<file path="src/rtl/flash_cache_controller.sv">
// Read-only direct-mapped flash cache: combinational hits, whole-line fills from the QSPI side.
// Optional hit/miss counters are built when FLASH_CACHE_STATS_EN is defined.
module flash_cache_controller #(
  parameter int unsigned LINE_WORDS    = 4,
  parameter int unsigned LINES         = 8,
  parameter int unsigned ADDRESS_WIDTH = 24
) (
  input  logic                     wb_clk_i,
  input  logic                     wb_rst_ni,
  input  logic                     flashCache_readEnable,
  input  logic [ADDRESS_WIDTH-1:0] flashCache_address,
  input  logic [3:0]               flashCache_byteSelect,
  output logic [31:0]              flashCache_dataRead,
  output logic                     flashCache_busy,
  input  logic                     cache_flush,
  output logic                     flash_request,
  output logic [ADDRESS_WIDTH-1:0] flash_address,
  input  logic                     flash_dataValid,
  input  logic [31:0]              flash_data,
  output logic [15:0]              hit_count,
  output logic [15:0]              miss_count
);

  localparam int unsigned OffW = $clog2(LINE_WORDS);
  localparam int unsigned IdxW = $clog2(LINES);
  localparam int unsigned LoW  = OffW + 2;
  localparam int unsigned TagW = ADDRESS_WIDTH - LoW - IdxW;

  typedef enum logic [0:0] {StIdle, StFill} state_e;

  state_e                   state_q;
  logic [LINES-1:0]         valid_q;
  logic [TagW-1:0]          tag_q  [LINES];
  logic [31:0]              data_q [LINES][LINE_WORDS];
  logic                     flash_request_q;
  logic [ADDRESS_WIDTH-1:0] flash_address_q;
  logic [OffW-1:0]          cnt_q;
  logic                     abort_q;

  logic [OffW-1:0] req_off;
  logic [IdxW-1:0] req_idx;
  logic [TagW-1:0] req_tag;
  logic [IdxW-1:0] fill_idx;
  logic [TagW-1:0] fill_tag;
  logic            hit;
  logic            last_word;
  logic            unused_ok;

  assign req_off   = flashCache_address[LoW-1:2];
  assign req_idx   = flashCache_address[LoW+IdxW-1:LoW];
  assign req_tag   = flashCache_address[ADDRESS_WIDTH-1:LoW+IdxW];
  assign fill_idx  = flash_address_q[LoW+IdxW-1:LoW];
  assign fill_tag  = flash_address_q[ADDRESS_WIDTH-1:LoW+IdxW];
  assign unused_ok = ^{flashCache_byteSelect, flashCache_address[1:0], flash_address_q[LoW-1:0]};

  assign hit       = flashCache_readEnable && valid_q[req_idx] && (tag_q[req_idx] == req_tag);
  assign last_word = (state_q == StFill) && flash_dataValid && (cnt_q == OffW'(LINE_WORDS - 1));

  assign flashCache_busy     = flashCache_readEnable && ((state_q != StIdle) || !hit);
  assign flashCache_dataRead = hit ? data_q[req_idx][req_off] : 32'hFFFF_FFFF;
  assign flash_request       = flash_request_q;
  assign flash_address       = flash_address_q;

  always_ff @(posedge wb_clk_i or negedge wb_rst_ni) begin
    if (!wb_rst_ni) begin
      state_q         <= StIdle;
      valid_q         <= '0;
      flash_request_q <= 1'b0;
      flash_address_q <= '0;
      cnt_q           <= '0;
      abort_q         <= 1'b0;
      for (int i = 0; i < int'(LINES); i++) tag_q[i] <= '0;
    end else begin
      if (cache_flush) valid_q <= '0;
      unique case (state_q)
        StIdle: begin
          if (flashCache_readEnable && !hit) begin
            flash_address_q  <= {flashCache_address[ADDRESS_WIDTH-1:LoW], {LoW{1'b0}}};
            cnt_q            <= '0;
            abort_q          <= 1'b0;
            // Victim is invalidated up front so a partially filled line can never hit.
            valid_q[req_idx] <= 1'b0;
            flash_request_q  <= 1'b1;
            state_q          <= StFill;
          end
        end
        StFill: begin
          if (cache_flush) abort_q <= 1'b1;
          if (flash_dataValid) cnt_q <= cnt_q + 1'b1;
          if (last_word) begin
            flash_request_q   <= 1'b0;
            tag_q[fill_idx]   <= fill_tag;
            valid_q[fill_idx] <= !(abort_q || cache_flush);
            state_q           <= StIdle;
          end
        end
        default: state_q <= StIdle;
      endcase
    end
  end

  // Line storage needs no reset: valid bits gate every use of it.
  always_ff @(posedge wb_clk_i) begin
    if ((state_q == StFill) && flash_dataValid) data_q[fill_idx][cnt_q] <= flash_data;
  end

`ifdef FLASH_CACHE_STATS_EN
  logic [15:0] hit_count_q;
  logic [15:0] miss_count_q;
  logic        pending_q;

  // pending_q marks a read that already missed, so its eventual hit is not counted.
  always_ff @(posedge wb_clk_i or negedge wb_rst_ni) begin
    if (!wb_rst_ni) begin
      hit_count_q  <= '0;
      miss_count_q <= '0;
      pending_q    <= 1'b0;
    end else if (state_q == StIdle) begin
      if (!flashCache_readEnable) begin
        pending_q <= 1'b0;
      end else if (!hit) begin
        pending_q <= 1'b1;
        if (miss_count_q != 16'hFFFF) miss_count_q <= miss_count_q + 16'd1;
      end else begin
        pending_q <= 1'b0;
        if (!pending_q && (hit_count_q != 16'hFFFF)) hit_count_q <= hit_count_q + 16'd1;
      end
    end
  end

  assign hit_count  = hit_count_q;
  assign miss_count = miss_count_q;
`else
  assign hit_count  = 16'd0;
  assign miss_count = 16'd0;
`endif

endmodule

</file>
<file path="config.mk">
export PLATFORM = sky130hd
export DESIGN_NAME = flash_cache_controller
export DESIGN_NICKNAME = d
export VERILOG_FILES = /design/src/rtl/flash_cache_controller.sv
export SDC_FILE = /design/constraint.sdc
export NUM_CORES = 1
export LEC_CHECK = 0
export CORE_MARGIN = 5
export CORE_UTILIZATION = 55
export CTS_CLUSTER_DIAMETER = 80
export CTS_CLUSTER_SIZE = 40
export DETAILED_ROUTE_END_ITERATION = 10
export PLACE_DENSITY_LB_ADDON = 0.25
export SETUP_SLACK_MARGIN = 0.4
export SYNTH_ARGS = -nofsm -noshare
export SYNTH_HDL_FRONTEND = slang
export SYNTH_SLANG_ARGS = --single-unit
</file>
<file path="constraint.sdc">
create_clock -name wb_clk_i -period 2.92 [get_ports wb_clk_i]
set_input_delay 0.438 -clock wb_clk_i [delete_from_list [all_inputs] [get_ports wb_clk_i]]
set_output_delay 0.438 -clock wb_clk_i [all_outputs]
set_load 0.01 [all_outputs]
</file>
==> results of run 1 <==
stage by stage:
step,area (sq um),setup WS (ns)
after floorplan,48200,-0.156
after global placement,52700,-1.20
after detailed placement,52700,-1.07
after CTS,54700,-1.01
after global routing,54900,-1.09
final,54900,-0.976
routing by layer:
metal,part of all wire [%],track usage (%)
met1,37,40.6
met2,48,48.5
met4,3.8,9.57
met5,0.029,0
met3,11,5.42
state kept, by name, summed over array words and instances, names as in the netlist:
register and count:
flash_address 20, abort_q 1, cnt_q 2, state_q 1, valid_q 8, tag_q 136, data_q 1024, flash_request 1
logic make-up after synthesis:
kind of cell    count (synthesis)
other cells                     1
mux                           401
xor+xnor                       13
simple gates                  549
flops                        1193
compound gates                630
buf+inv                       257
fa+ha+maj                       4
how the worst max path moves through the flow:
stage,from,endpoint,slack (ns),cells after the start
floorplan,flashCache_address[6],flashCache_dataRead[23],-0.16,11
global placement,flashCache_address[6],flashCache_dataRead[10],-1.20,13
detailed placement,flashCache_address[6],flashCache_dataRead[20],-1.07,13
CTS,tag_q[84],flashCache_dataRead[27],-1.01,13
global route,tag_q[84],flashCache_dataRead[27],-1.09,13
finish,tag_q[83],flashCache_dataRead[27],-0.98,13
worst max-delay path, stage by stage (launching register included):
cell and delay (ns):
dfrtp_1 0.42, mux4_2 0.48, mux2i_1 0.19, xnor2_1 0.11, a21oi_1 0.21, nand4_1 0.18, nor4_4 0.32, buf_6 0.16
buf_12 0.15, buf_12 0.13, buf_6 0.09, buf_6 0.09, o211ai_1 0.08, buf_2 0.19
cells in the mapped netlist (47+ instances only):
cell,number
a221oi_1,107
mux2_2,187
dfrtp_1,169
mux2i_1,166
a22oi_1,88
a21oi_1,125
o21ai_0,105
nand2_1,354
nor2_1,124
edfxtp_1,1024
clkbuf_1,146
o211ai_1,47
what timing repair did:
| action | CTS | global route |
|---|---|---|
| endpoints found under the setup margin | 66 | 66 |
| endpoints found under the hold margin | 47 | 0 |
| pin swaps | 5 | 11 |
| gates cloned | 2 | 1 |
| gates resized for setup | 157 | 25 |
| hold buffers | 1 | 0 |
| buffers inserted | 11 | 7 |
final cells by class:
type	instances	area, sq um
Sequential cell	1193	35000
Inverter	10	38.8
Clock buffer	49	1230
Clock inverter	36	606
Timing Repair Buffer	429	4370
Multi-Input combinational cell	1634	12300
Fill cell	6134	31600
Tap cell	1155	1450
report_power, final:
part           total, uW  internal, uW  switching, uW
sequential         21500         20300           1150
combinational       5850          2450           3400
clock               9390          3590           5800
==> impl_results.md, run 1 <==
* Worst slew pin tran at 1.17 ns
* Clk pin slew, worst setup/hold paths at approximately 0.12 ns
* Period utilization at 133%
* Number of flops mapped to enable cells by yosys at 1024
* Critical path class: reg -> out
* Complex-gate fraction of the synthesized area at under 10%
* HP Class: in -> async
* Failing checks: negative setup slack
* Synthesis-to-finish area growth at 15.1%
* Total power at 36700 uW
* XOR/XNOR Fraction of Synth Area at 0.239%
* Critical path data required time at 2.48 ns
* Worst skew pair latency at 0.68 ns
* Total track usage at between 20% and 30%
* Row Count at 108
* Initial antenna violation count at 2
* Iter 0 DRT Violations at 3919
* Pwr Density at 668 nW/um^2
* Vias per cell at around 6.6
* DP Cell Count at 4399
* Post-Syn Instances at between 3000 and 4000
* Core area at 86500 sq um
* Simple-gate portion of the synthesized area at 4.70%
* CTS buffer count at 47
* Main combinational cell family by area after synthesis: multiplexers
* Largest net degree at the start of global routing at 63
* Area of the die at 92700 sq um
* Ys async rst share at 14.2%
* Io pins at 155
* Minimum hold slack at 0.283 ns
* Top cell type by total area after synthesis: edfxtp_1
* Layout cell share with drive strength beyond 1 at 22.9%
* Number of global-route vias before repair at 29485
* R2R Path End: flash_address[11]
* Placer Congestion at 0.884
* Slew headroom at roughly 22%
* Global route overflow at 0
* Most common cell after layout, fill and taps aside: edfxtp_1
* Global-route wire length before repair at 203000 um
* Maximum fanout along the worst path at 6
* Setup-failing EPs final at 65
* Leak at 0.0192 uW
* Hpwl dp at 82500 um
* Ranking of synthesized cells by area: edfxtp_1 64%, dfrtp_1 8.9%, mux2_2 4.4%
* Count of warnings emitted by yosys at 0
* Layout Nets at 3384
* Min cycle time layout at 3.90 ns
* Setup crit end kind: output pin
* Sequential area share after synthesis at 73.3%
* Final worst slack at -0.976 ns
* R2r startpoint: tag_q[83]
* Die X at 305 um
* Layout Skew at 0.0492 ns
* Slew Viols, Final at 0
* Setup crit start kind: flop
* WL final at 141000 um
* Post-Route Utilization at between 60 and 70%
* Final ANT Viol Nets at 0
* Die Ht at 305 um
* Starting Density at 55.2%
* Worst ir drop on vdd at 0.706 mV
* Post-synth cell types at 68
* Most frequent cells in the layout: 1024 x edfxtp_1, 351 x nand2_1, 231 x buf_4
* Drt pass-1 iters at 8
* Max Cap Violations at 0
* CP Data Arrival Time at 3.46 ns
* Top-area cell type share of the netlist area at 64.4%
* Post-synthesis mux area share at 9.86%
* IO Port Bufs at 112
* CTS tree: yes
* Status: finished with violations
* Total Neg Setup Slack at -35.85 ns
* CTS H-tree depth at 2
* DR DRC count at 0
* Layout Cells excl Fill at 4506
* Adder-cell share of the synthesized area at 0.105%
* # diodes at 0
* Avg Cell Area, Syn at around 16 sq um
* Vias at 29783
* Top FF cell, synth: edfxtp_1
* Clock buffer depth at 3
* Final Hold Vio Count at 0
* Clk Tree Root Cell: clkbuf_16
* WL/cell at 31.2 um
* R2R cell count at 14
* # clock sinks at approximately 1200
* Synthesized cell area at roughly 48000 sq um
* Max Clk Rate at 0.257 GHz
* RSZ-0062 raised after global routing: yes
* Reg-to-reg slack, setup at -0.28 ns
* #FFs+latches synth at 1193
Power figures use the tool's default switching activity.
==> run 2: changes to the inputs <==
--- a/config.mk
+++ b/config.mk
@@ -12,6 +12,7 @@
 export DETAILED_ROUTE_END_ITERATION = 10
 export PLACE_DENSITY_LB_ADDON = 0.25
 export SETUP_SLACK_MARGIN = 0.4
+export SLEW_MARGIN = 20
 export SYNTH_ARGS = -nofsm -noshare
 export SYNTH_HDL_FRONTEND = slang
 export SYNTH_SLANG_ARGS = --single-unit
==> run 2 against run 1 <==
  * The run still ends with negative setup slack left
  * Via count about the same
  * Clock power about the same
  * Critical path depth unchanged
  * Largest cell class unchanged
  * Setup slack improved by 0.0065 ns
  * Flip-flop and latch count unchanged
  * Cell count unchanged
  * Core utilization about the same
  * Sequential share of layout area about the same
  * Hold slack improved by 0.00086 ns
==> impl_results.md, run 2 (same netlist as run 1, synthesis figures left out) <==
* Status: finished with violations
* Failing checks: negative setup slack
* WL final at roughly 140000 um
* Slew headroom at 21.2%
* Layout Nets at 3384
* Vias at 29761
* Critical-path cell list: mux4_2 -> mux2i_1 -> xnor2_1 -> a21oi_1 -> nand4_1 -> nor4_4 -> buf_6 -> buf_12 -> buf_12 -> buf_6 -> buf_6 -> o211ai_1 -> buf_2
* Period utilization at 133%
* # fillers at between 6000 and 7000
* Area of the die at 92700 sq um
* Crit-path max cell delay at 0.48 ns
* Min cycle time layout at around 3.9 ns
* Starting Density at 55.2%
* Worst slew pin tran at 1.18 ns
* # diodes at 0
* Most frequent cells in the layout: 1024 x edfxtp_1, 351 x nand2_1, 231 x buf_4
* Global route overflow at 0
* Layout cell share with drive strength beyond 1 at a little under a quarter
* Die X at 305 um
* Io pins at 155
* Critical path class: reg -> out
* Clock buffer depth at 3
* CTS tree: yes
* Slew Viols, Final at 0
* Initial antenna violation count at 2
* Final worst slack at -0.969 ns
* DP Cell Count at 4399
* Total Neg Setup Slack at -35.44 ns
* Final Cell Area at 54900 sq um
* R2R cell count at 15
* # clock sinks at between 1000 and 1500
* Max Cap Violations at 0
* Worst ir drop on vdd at approximately 0.71 mV
* Post-Place Setup Slack at -1.07 ns
* Max FFs per register at 1024
* Part of the power in the clock network at around a quarter
* Setup-failing EPs final at 65
* Core area at 86500 sq um
* Area after DPL at between 50000 and 60000 sq um
* Layout Skew at approximately 0.05 ns
* Levels on crit path at 13
* Net Switching at 10300 uW
* Clk Tree Root Cell: clkbuf_16
* Biggest register: data_q
* Maximum fanout along the worst path at 6
* Switching Share at between 20% and 30%
* Row Count at 108
* CTS buffer count at 47
* WP buf/inv at 6
* Sequential Power Share at 58.5%
* CP Data Arrival Time at 3.45 ns
* Leak at 0.0192 uW
* Vias per cell at 6.60
* Internal power at between 20000 and 30000 uW
* Minimum hold slack at 0.283 ns
* Number of global-route vias before repair at 29485
* DR DRC count at 0
* Global-route wire length before repair at 203000 um
* Gate power share at 15.9%
* Final ANT Viol Nets at 0
* HP Class: in -> async
* Crit-path slowest cell: mux4_2
* Max Clk Rate at 0.257 GHz
* Critical path data required time at between 2 and 2.5 ns
* Drt pass-1 iters at 6
* Iter 0 DRT Violations at approximately 4000
* Synthesis-to-finish area growth at 15.1%
* Most common cell after layout, fill and taps aside: edfxtp_1
* R2r startpoint: valid_q[1]
* Setup crit start kind: flop
* Final Hold Vio Count at 0
* RSZ-0062 raised after global routing: yes
* Total track usage at 29.5%
* Clk pin slew, worst setup/hold paths at 0.12 ns
* WL/cell at 31.2 um
* Reg-to-reg slack, setup at -0.28 ns
* Pwr Density at 668 nW/um^2
* Crit path top cell by count: buf_6
* CTS H-tree depth at 2
* Layout Cells excl Fill at 4506
* Largest net degree at the start of global routing at 63
* Setup crit end kind: output pin
* Die Ht at 305 um
* Hpwl dp at 82500 um
* Placer Congestion at 0.884
* IO Port Bufs at between 100 and 150
* CP top delay family: buffers and inverters
* Worst skew pair latency at between 0.6 and 0.7 ns
* R2R Path End: flash_address[4]
-- run 2: stage by stage --
step / util (%) / power, uW
after global placement: 61.0 / 27200
after floorplan: - / 24600
final: 63.5 / 36700
after detailed placement: 61.0 / 27500
after CTS: 63.3 / 36600
after global routing: 63.5 / 37800
-- run 2: area by class of cell --
class	instances	area, sq um	share of cell area [%]
sequential	1193	35000	63.7
multi-input combinational	1634	12300	22.3
timing repair buffer	429	4360	7.95
tap	1155	1450	2.63
clock buffer	49	1230	2.23
clock inverter	36	606	1.10
inverter	10	38.8	0.0706
-- run 2: how the worst max path moves through the flow --
stage                               start                       to  slack, ns
floorplan           flashCache_address[6]  flashCache_dataRead[23]      -0.16
global placement    flashCache_address[6]  flashCache_dataRead[10]      -1.20
detailed placement  flashCache_address[6]  flashCache_dataRead[20]      -1.07
CTS                             tag_q[84]  flashCache_dataRead[27]      -1.01
global route                    tag_q[84]  flashCache_dataRead[27]      -1.09
finish                          tag_q[83]  flashCache_dataRead[27]      -0.97
-- run 2: timing repair --
| item | 4_1_cts | 5_1_grt |
|---|---|---|
| hold buffers | 1 | 0 |
| cloned | 2 | 1 |
| hold endpoints to repair | 47 | 0 |
| endpoints found under the setup margin | 66 | 66 |
| pin swaps | 5 | 11 |
| resized for setup | 157 | 25 |
| buffers inserted | 11 | 7 |
-- run 2: power groups by stage --
stage | Sequential [uW] | Combinational (uW) | Clock [uW]
after CTS | 21400 | 5760 | 9450
after detailed placement | 21800 | 5710 | 0
after global routing | 21600 | 6170 | 10100
after floorplan | 21200 | 3370 | 0
final | 21500 | 5850 | 9380
after global placement | 21700 | 5540 | 0
-- run 2: per-layer routing --
layer,up-vias,part of all wire (%),GRT usage [%]
li1,12260,-,-
met1,15239,37,40.6
met2,1915,48,48.5
met3,341,11,5.42
met4,6,3.8,9.57
met5,-,0.029,0
